--- config.mk ---
export PLATFORM = sky130hd
export DESIGN_NAME = csr_trap_seq
export DESIGN_NICKNAME = d
export VERILOG_FILES = /design/src/rtl/csr_trap_seq.sv
export SDC_FILE = /design/constraint.sdc
export NUM_CORES = 1
export LEC_CHECK = 0
export ABC_AREA = 0
export BUFFER_PORTS_ARGS = -buffer_cell sky130_fd_sc_hd__buf_2
export CORE_ASPECT_RATIO = 0.5
export CORE_MARGIN = 2
export CORE_UTILIZATION = 44
export DETAILED_ROUTE_END_ITERATION = 6
export PLACE_DENSITY = 0.77
export SETUP_SLACK_MARGIN = 0.5
export SLEW_MARGIN = 20
export SYNTH_ARGS = -nofsm -noshare
export SYNTH_HDL_FRONTEND = slang
export SYNTH_SLANG_ARGS = --single-unit
--- constraint.sdc ---
create_clock -name clk -period 1.74 [get_ports clk]
set_input_delay 0.087 -clock clk [delete_from_list [all_inputs] [get_ports clk]]
set_output_delay 0.087 -clock clk [all_outputs]
set_load 0.02 [all_outputs]
--- src/rtl/csr_trap_seq.sv ---
// Trap-entry / MRET / CSR-instruction sequencer in front of a single-port CSR file.
// One request is serviced at a time, chosen in IDLE by priority trap > mret > ins.
module csr_trap_seq (
    input  logic        clk,
    input  logic        rst,
    input  logic        trap_req,
    input  logic [31:0] trap_pc,
    input  logic [31:0] trap_cause,
    input  logic        mret_req,
    input  logic        ins_req,
    input  logic        ins_we,
    input  logic [11:0] ins_addr,
    input  logic [31:0] ins_wdata,
    output logic [31:0] ins_rdata,
    output logic        ins_ack,
    output logic        csr_write,
    output logic        csr_read,
    output logic [11:0] csr_addr,
    output logic [31:0] csr_write_data,
    input  logic [31:0] csr_read_data,
    output logic        trap_done,
    output logic        mret_done,
    output logic [31:0] redirect_pc,
    output logic        busy
);

    localparam logic [11:0] ADDR_MSTATUS = 12'h300;
    localparam logic [11:0] ADDR_MTVEC   = 12'h305;
    localparam logic [11:0] ADDR_MEPC    = 12'h341;
    localparam logic [11:0] ADDR_MCAUSE  = 12'h342;

    typedef enum logic [3:0] {
        IDLE, T_EPC, T_CAUSE, T_SRD, T_SWR, T_VEC,
        M_SRD, M_SWR, M_EPC, ACC, RESP
    } state_t;

    state_t      state, state_n;
    logic [31:0] epc_q;
    logic [31:0] cause_q;
    logic [31:0] ms_q;
    logic        trap_mode;
    logic [31:0] ms_trap;
    logic [31:0] ms_mret;

    // Trap: MPIE<=MIE, MIE<=0, MPP<=M.  MRET: MIE<=MPIE, MPIE<=1, MPP<=M.
    assign ms_trap = {ms_q[31:13], 2'b11, ms_q[10:8], ms_q[3], ms_q[6:4], 1'b0, ms_q[2:0]};
    assign ms_mret = {ms_q[31:13], 2'b11, ms_q[10:8], 1'b1, ms_q[6:4], ms_q[7], ms_q[2:0]};

    always_ff @(posedge clk or negedge rst) begin
        if (!rst) begin
            state       <= IDLE;
            epc_q       <= '0;
            cause_q     <= '0;
            ms_q        <= '0;
            trap_mode   <= 1'b0;
            redirect_pc <= '0;
        end else begin
            state <= state_n;
            if (state == IDLE) begin
                if (trap_req) begin
                    epc_q     <= trap_pc;
                    cause_q   <= trap_cause;
                    trap_mode <= 1'b1;
                end else if (mret_req) begin
                    trap_mode <= 1'b0;
                end
            end
            if (state == T_SRD || state == M_SRD) begin
                ms_q <= csr_read_data;
            end
            if (state == T_VEC || state == M_EPC) begin
                redirect_pc <= csr_read_data & 32'hFFFF_FFFC;
            end
        end
    end

    always_comb begin
        state_n        = state;
        csr_write      = 1'b0;
        csr_read       = 1'b0;
        csr_addr       = '0;
        csr_write_data = '0;
        ins_rdata      = '0;
        ins_ack        = 1'b0;
        trap_done      = 1'b0;
        mret_done      = 1'b0;
        busy           = (state != IDLE);

        case (state)
            IDLE: begin
                if (trap_req) begin
                    state_n = T_EPC;
                end else if (mret_req) begin
                    state_n = M_SRD;
                end else if (ins_req) begin
                    state_n = ACC;
                end
            end
            T_EPC: begin
                csr_write      = 1'b1;
                csr_addr       = ADDR_MEPC;
                csr_write_data = epc_q & 32'hFFFF_FFFC;
                state_n        = T_CAUSE;
            end
            T_CAUSE: begin
                csr_write      = 1'b1;
                csr_addr       = ADDR_MCAUSE;
                csr_write_data = cause_q;
                state_n        = T_SRD;
            end
            T_SRD: begin
                csr_read = 1'b1;
                csr_addr = ADDR_MSTATUS;
                state_n  = T_SWR;
            end
            T_SWR: begin
                csr_write      = 1'b1;
                csr_addr       = ADDR_MSTATUS;
                csr_write_data = ms_trap;
                state_n        = T_VEC;
            end
            T_VEC: begin
                csr_read = 1'b1;
                csr_addr = ADDR_MTVEC;
                state_n  = RESP;
            end
            M_SRD: begin
                csr_read = 1'b1;
                csr_addr = ADDR_MSTATUS;
                state_n  = M_SWR;
            end
            M_SWR: begin
                csr_write      = 1'b1;
                csr_addr       = ADDR_MSTATUS;
                csr_write_data = ms_mret;
                state_n        = M_EPC;
            end
            M_EPC: begin
                csr_read = 1'b1;
                csr_addr = ADDR_MEPC;
                state_n  = RESP;
            end
            // Read and write share the cycle; the CSR file returns the pre-write value.
            ACC: begin
                csr_read       = 1'b1;
                csr_write      = ins_we;
                csr_addr       = ins_addr;
                csr_write_data = ins_wdata;
                ins_rdata      = csr_read_data;
                ins_ack        = 1'b1;
                state_n        = IDLE;
            end
            RESP: begin
                trap_done = trap_mode;
                mret_done = !trap_mode;
                state_n   = IDLE;
            end
            default: begin
                state_n = IDLE;
            end
        endcase
    end

endmodule

==> metrics, run 1 <==
status finished, violations left; failing checks negative setup slack; Setup TNS -66.46 ns; Die W approximately 170 um; final worst path period share 128%; Clock Root Buffer clkbuf_16; CTS tree done; CORE AREA between 10000 and 15000 um2; CP dominant cell by count buf_6; I/O pin total 260; crit-path max FO 8; clock tree sinks ~130; global route overflow 0; vias in the first global route 6618; Startpoint Class register; Yosys top cell area share approximately half; number of flops mapped to enable cells by yosys 0; MaxCap Viol Count 0; DR iter-0 viols 637; top_reg_cell synth dfrtp_1; fin crit period ~2.2 ns; initial core utilization a little under half; CP max stage delay between 0.4 and 0.5 ns; slowest cell on the critical path and4bb_4; Avg WL per Cell roughly 27 um; Nets 1088; sequential share of the synthesized area 51.3%; Worst Path Required between 1.5 and 2 ns; initial antenna violation count 2; post-synthesis async set-or-reset flop share 100%; Clock Path Buffers 2; PD cells about 2100 nW/um2; Synth area leader dfrtp_1; Final Hold Viols 0; WS Path Type reg -> out; Die H approximately 90 um; Worst Path Buf+Inv 4; synthesized area 6200 um2; Final ANT Viol Nets 0; Clock Latency Late Sink about 0.42 ns; port bufs around 260; # rows 30; largest net degree at the start of global routing between 40 and 50; Inst Count DP 945; unrepaired setup endpoints after global routing true; Worst Hold Path EP ms_q[15]; GP Congestion between 0.7 and 0.8; Avg Cell Area, Syn 12.4 um2; Pins Over Slew Limit 0; critical path depth 6; final setup fails 203; Max-slew headroom between 60% and 70%; Clock transition at path regs roughly 0.060 ns; CTS Buf Count 17; FF-to-FF setup slack -0.43 ns; Vias/cell 5.84; Layout Skew 0.0137 ns; synth top area cells dfrtp_1 51%, mux2_2 22%, and2_1 4.2%; via count 6710; Mapped Cells 500; Final HPWL DP 12.8 mm; VDD IR max between 0.001 and 0.0015 V; Largest delay share family, worst path buffers and inverters; crit-path cells buf_6 -> and4bb_4 -> buf_12 -> buf_6 -> a211o_1 -> buf_6; Hold Crit Depth 2; worst r2r path cells 8; Synth warnings 0; Hold Path Origin csr_read_data[15]; Layout area overhead 95.0%; Slew @ Worst Pin around 0.54 ns; DIE AREA 15100 um2; fin worst setup slack -0.491 ns; WP data arrival 2.14 ns; reg2reg start state[2]; Detailed Route WL 30.8 mm; number of synthesized register bits between 100 and 150; DRC viols 0; Pleak 5.57 nW; first-pass GRT wire length about 37 mm; Hold/Removal Path Class in -> reg; r2r endpoint redirect_pc[23]; Peak Freq about 450 MHz; Synth cell types between 40 and 50; total track usage approximately 33%; layout cells sized above 1 roughly two thirds; post-route insts no fill around 1100; Fillers roughly 530; DRT Pass-1 Iters 5; endpoint type of the worst setup path primary output; H-tree depth 4
## what timing repair did
action	4_1_cts	5_1_grt
buffers inserted	22	28
endpoints found under the hold margin	199	0
endpoints found under the setup margin	209	209
cloned	10	15
gates resized for setup	261	86
hold buffers	95	0
pin swaps	34	38
## cells in the final DEF, fill, tap and decap left out, drive strengths merged, types with 9 or more instances in the layout
master / instances
nand3b: 13
inv: 13
o21ai: 15
dlygate4sd3: 95
mux2: 122
mux2i: 9
nor2: 13
a21oi: 13
dfrtp: 127
nand2: 12
a221o: 17
clkbuf: 31
a22oi: 13
and2: 44
buf: 353
## layer usage
layer	vias up	share of wire (%)	global-route usage, %
met5	-	0	0
met4	0	5.0	15.8
met3	142	9.4	8.13
met2	519	48	58.7
met1	3332	38	38.7
li1	2717	-	-
## final cells by class
type	instances	area, um2	share of cell area, %
inverter	10	42.5	0.352
sequential	127	3180	26.3
clock inverter	12	158	1.30
timing repair buffer	460	4360	36.1
multi-input combinational	326	3630	30.1
antenna	2	5.00	0.0414
tap	192	240	1.99
clock buffer	20	457	3.78
## worst max-delay path by stage
stage | start | endpoint
4_1_cts | state[1] | csr_write_data[12]
3_3_place_gp | state[0] | redirect_pc[8]
3_5_place_dp | state[0] | redirect_pc[3]
2_1_floorplan | state[0] | redirect_pc[10]
5_1_grt | state[2] | csr_addr[0]
6_report | state[2] | csr_addr[0]
## worst register-to-register path, cell delays in order (launching register included)
cell	delay, ns
dfrtp_2	0.48
buf_4	0.17
or3b_4	0.38
a21oi_4	0.25
buf_12	0.16
buf_6	0.09
buf_6	0.09
buf_12	0.12
mux2_4	0.31
## synthesized netlist by cell type, drive strengths merged, types with 2 or more instances
master,instances
o221ai,6
and2,42
a31oi,2
nand2,11
or3b,4
clkbuf,13
a22oi,13
nor2b,6
buf,28
mux2i,9
mux2,122
a32oi,7
a221o,17
inv,10
a21oi,13
nand3b,13
xnor2,2
nor3,3
o21ai,15
nor3b,4
dfrtp,127
nor2,13
## through the flow
| stage | util, % | hold slack, ns | setup slack (ns) | power (mW) | area, um2 |
|---|---|---|---|---|---|
| after global routing | 88.4 | 0.0984 | -0.499 | 26.2 | 12100 |
| after detailed placement | 61.2 | 0.0372 | -0.00924 | 15.4 | 8360 |
| final | 88.4 | 0.0919 | -0.491 | 25.5 | 12100 |
| after CTS | 82.3 | 0.0651 | -0.314 | 22.4 | 11200 |
| after floorplan | - | -0.209 | 0.109 | 12.6 | 6820 |
| after global placement | 61.2 | 0.0394 | 0.0135 | 15.1 | 8360 |
## logic make-up after synthesis
group                  share of synthesized area [%]
flip-flops                                      51.3
buffers and inverters                           4.06
other                                         0.0605
AO/OA/AOI/OAI                                   10.0
AND/OR/NAND/NOR                                 10.5
XOR/XNOR                                       0.424
multiplexers                                    23.6
## report_power, final
part	internal [mW]	switching [mW]
Combinational	8.38	7.63
Clock	2.34	1.45
Sequential	4.52	1.19
Total	15.2	10.3
## registers in the layout (all words and copies together) (netlist names)
register and flops:
trap_mode 1, ms_q 30, cause_q 32, epc_q 30
redirect_pc 30, state 4
Note: power is estimated with default switching activity, not from simulation.
==> run 2: changes to the inputs <==
Settings changed: BUFFER_PORTS_ARGS -buffer_cell sky130_fd_sc_hd__buf_2 to -buffer_cell sky130_fd_sc_hd__clkbuf_2, CORE_ASPECT_RATIO 0.5 to 0.75.
==> metrics, run 2 (synthesized netlist as in run 1, its figures left out) <==
Final Hold Viols 0; Layout area overhead 96.1%; VDD IR max approximately 0.0011 V; DRC viols 0; Worst Path Required approximately 1.7 ns; Clock Root Buffer clkbuf_16; Pleak 5.63 nW; Die W between 100 and 150 um; CORE AREA 13700 um2; fin worst setup slack -0.393 ns; Final HPWL DP between 10 and 15 mm; Nets 1093; Layout Skew ~0.015 ns; GP Congestion roughly 0.83; DRT Pass-1 Iters 7; initial antenna violation count 0; clock tree sinks around 130; largest register by flop count cause_q; global route overflow 0; unrepaired setup endpoints after global routing true; Clock Path Buffers 2; Final ANT Viol Nets 0; most frequent cells in the layout 176 x clkbuf_2, 123 x dfrtp_1, 95 x dlygate4sd3_1; crit-path max FO 12; status finished, violations left; MaxCap Viol Count 0; vias in the first global route just under 7000; total track usage approximately 33%; Fillers 541; Clock Latency Late Sink 0.42 ns; Vias/cell 5.73; CTS Buf Count 17; fin crit period 2.13 ns; WS Path Type reg -> out; largest net degree at the start of global routing 51; DIE AREA about 15000 um2; antenna cells 0; Post-Place Worst Slack -0.0202 ns; DP Area around 8300 um2; Layout Utilization 88.4%; initial core utilization roughly 45%; via count between 6000 and 7000; PD cells between 2000 and 2500 nW/um2; first-pass GRT wire length about 38 mm; DR iter-0 viols approximately 520; port bufs roughly 260; final worst path period share 123%; Detailed Route WL between 20 and 30 mm; failing checks negative setup slack; CTS tree done; Hold/Removal Path Class in -> reg; layout cells sized above 1 68.3%; Peak Freq between 400 and 500 MHz; H-tree depth 4; endpoint type of the worst setup path primary output; Clock transition at path regs roughly 0.06 ns; Startpoint Class register; I/O pin total 260; final setup fails between 200 and 250; max FFs per register 32; WP data arrival roughly 2.1 ns; Die H 107 um; # rows 37; Pins Over Slew Limit 0; Avg WL per Cell around 25 um; fin area 12200 um2; most common cell after layout, fill and taps aside clkbuf_2
## run 2: changes by cell type in the layout (fill, tap and decap cells not counted), moves of 9 or more
cell / previous run / this run
buf_2: 173 / 3
buf_6: 102 / 51
buf_8: 11 / 35
clkbuf_16: 28 / 19
clkbuf_2: 0 / 176
clkbuf_8: 2 / 23
mux2_2: 78 / 90
mux2_4: 44 / 32
## run 2: path summary, 6_finish.rpt
check / from / endpoint / slack [ns] / cells after the start
min in group asynchronous: rst / redirect_pc[28] / 0.16 / 2
hold / removal: mret_req / trap_mode / 0.08 / 3
max in group asynchronous: rst / ms_q[23] / 0.91 / 3
hold reg to reg: epc_q[2] / epc_q[2] / 0.51 / 1
setup / recovery: state[1] / csr_write_data[18] / -0.39 / 5
setup reg to reg: state[0] / redirect_pc[30] / -0.33 / 8
## run 2: timing repair
item | CTS | global route
gates cloned | 16 | 2
hold endpoints to repair | 161 | 0
hold buffers | 95 | 0
endpoints found under the setup margin | 209 | 209
pin swaps | 12 | 25
gates resized for setup | 218 | 158
setup buffers | 36 | 24
## run 2: power by group
part	switching (mW)	leakage, nW	internal [mW]
combinational	7.12	3.85	8.18
sequential	1.20	1.50	4.52
clock	1.42	0.285	2.23
total	9.74	5.63	14.9
## run 2: worst max-delay path, stage by stage (launching register included)
cell and delay [ns]:
dfrtp_2 0.46, and4bb_4 0.30, buf_4 0.16, clkbuf_16 0.17, a221o_1 0.38, buf_6 0.15
## run 2: area by class of cell
type                       count  area (um2)  area share, %
timing repair buffer         467        4550           37.4
multi-input combinational    324        3560           29.3
sequential                   127        3180           26.2
clock buffer                  20         467           3.84
tap                          175         219           1.80
clock inverter                12         135           1.11
inverter                      10        42.5          0.350
## run 2: through the flow
step / power [mW] / instances / setup TNS (ns) / hold WS, ns
6_report: 24.7 / 1135 / -50.39 / 0.0789
5_1_grt: 25.5 / 1135 / -55.12 / 0.0807
4_1_cts: 22.1 / 1109 / -34.37 / 0.00171
3_5_place_dp: 15.5 / 930 / -0.171 / 0.0457
3_3_place_gp: 15.1 / 930 / 0 / 0.0362
2_1_floorplan: 12.6 / 501 / 0 / -0.209
## run 2: metal layers
metal | global-route usage, % | vias up | share of wire, %
met5 | 0 | - | 0
met4 | 11.1 | 0 | 3.3
met3 | 6.48 | 92 | 7.4
met2 | 57.9 | 404 | 51
met1 | 40.9 | 3287 | 39
li1 | - | 2724 | -
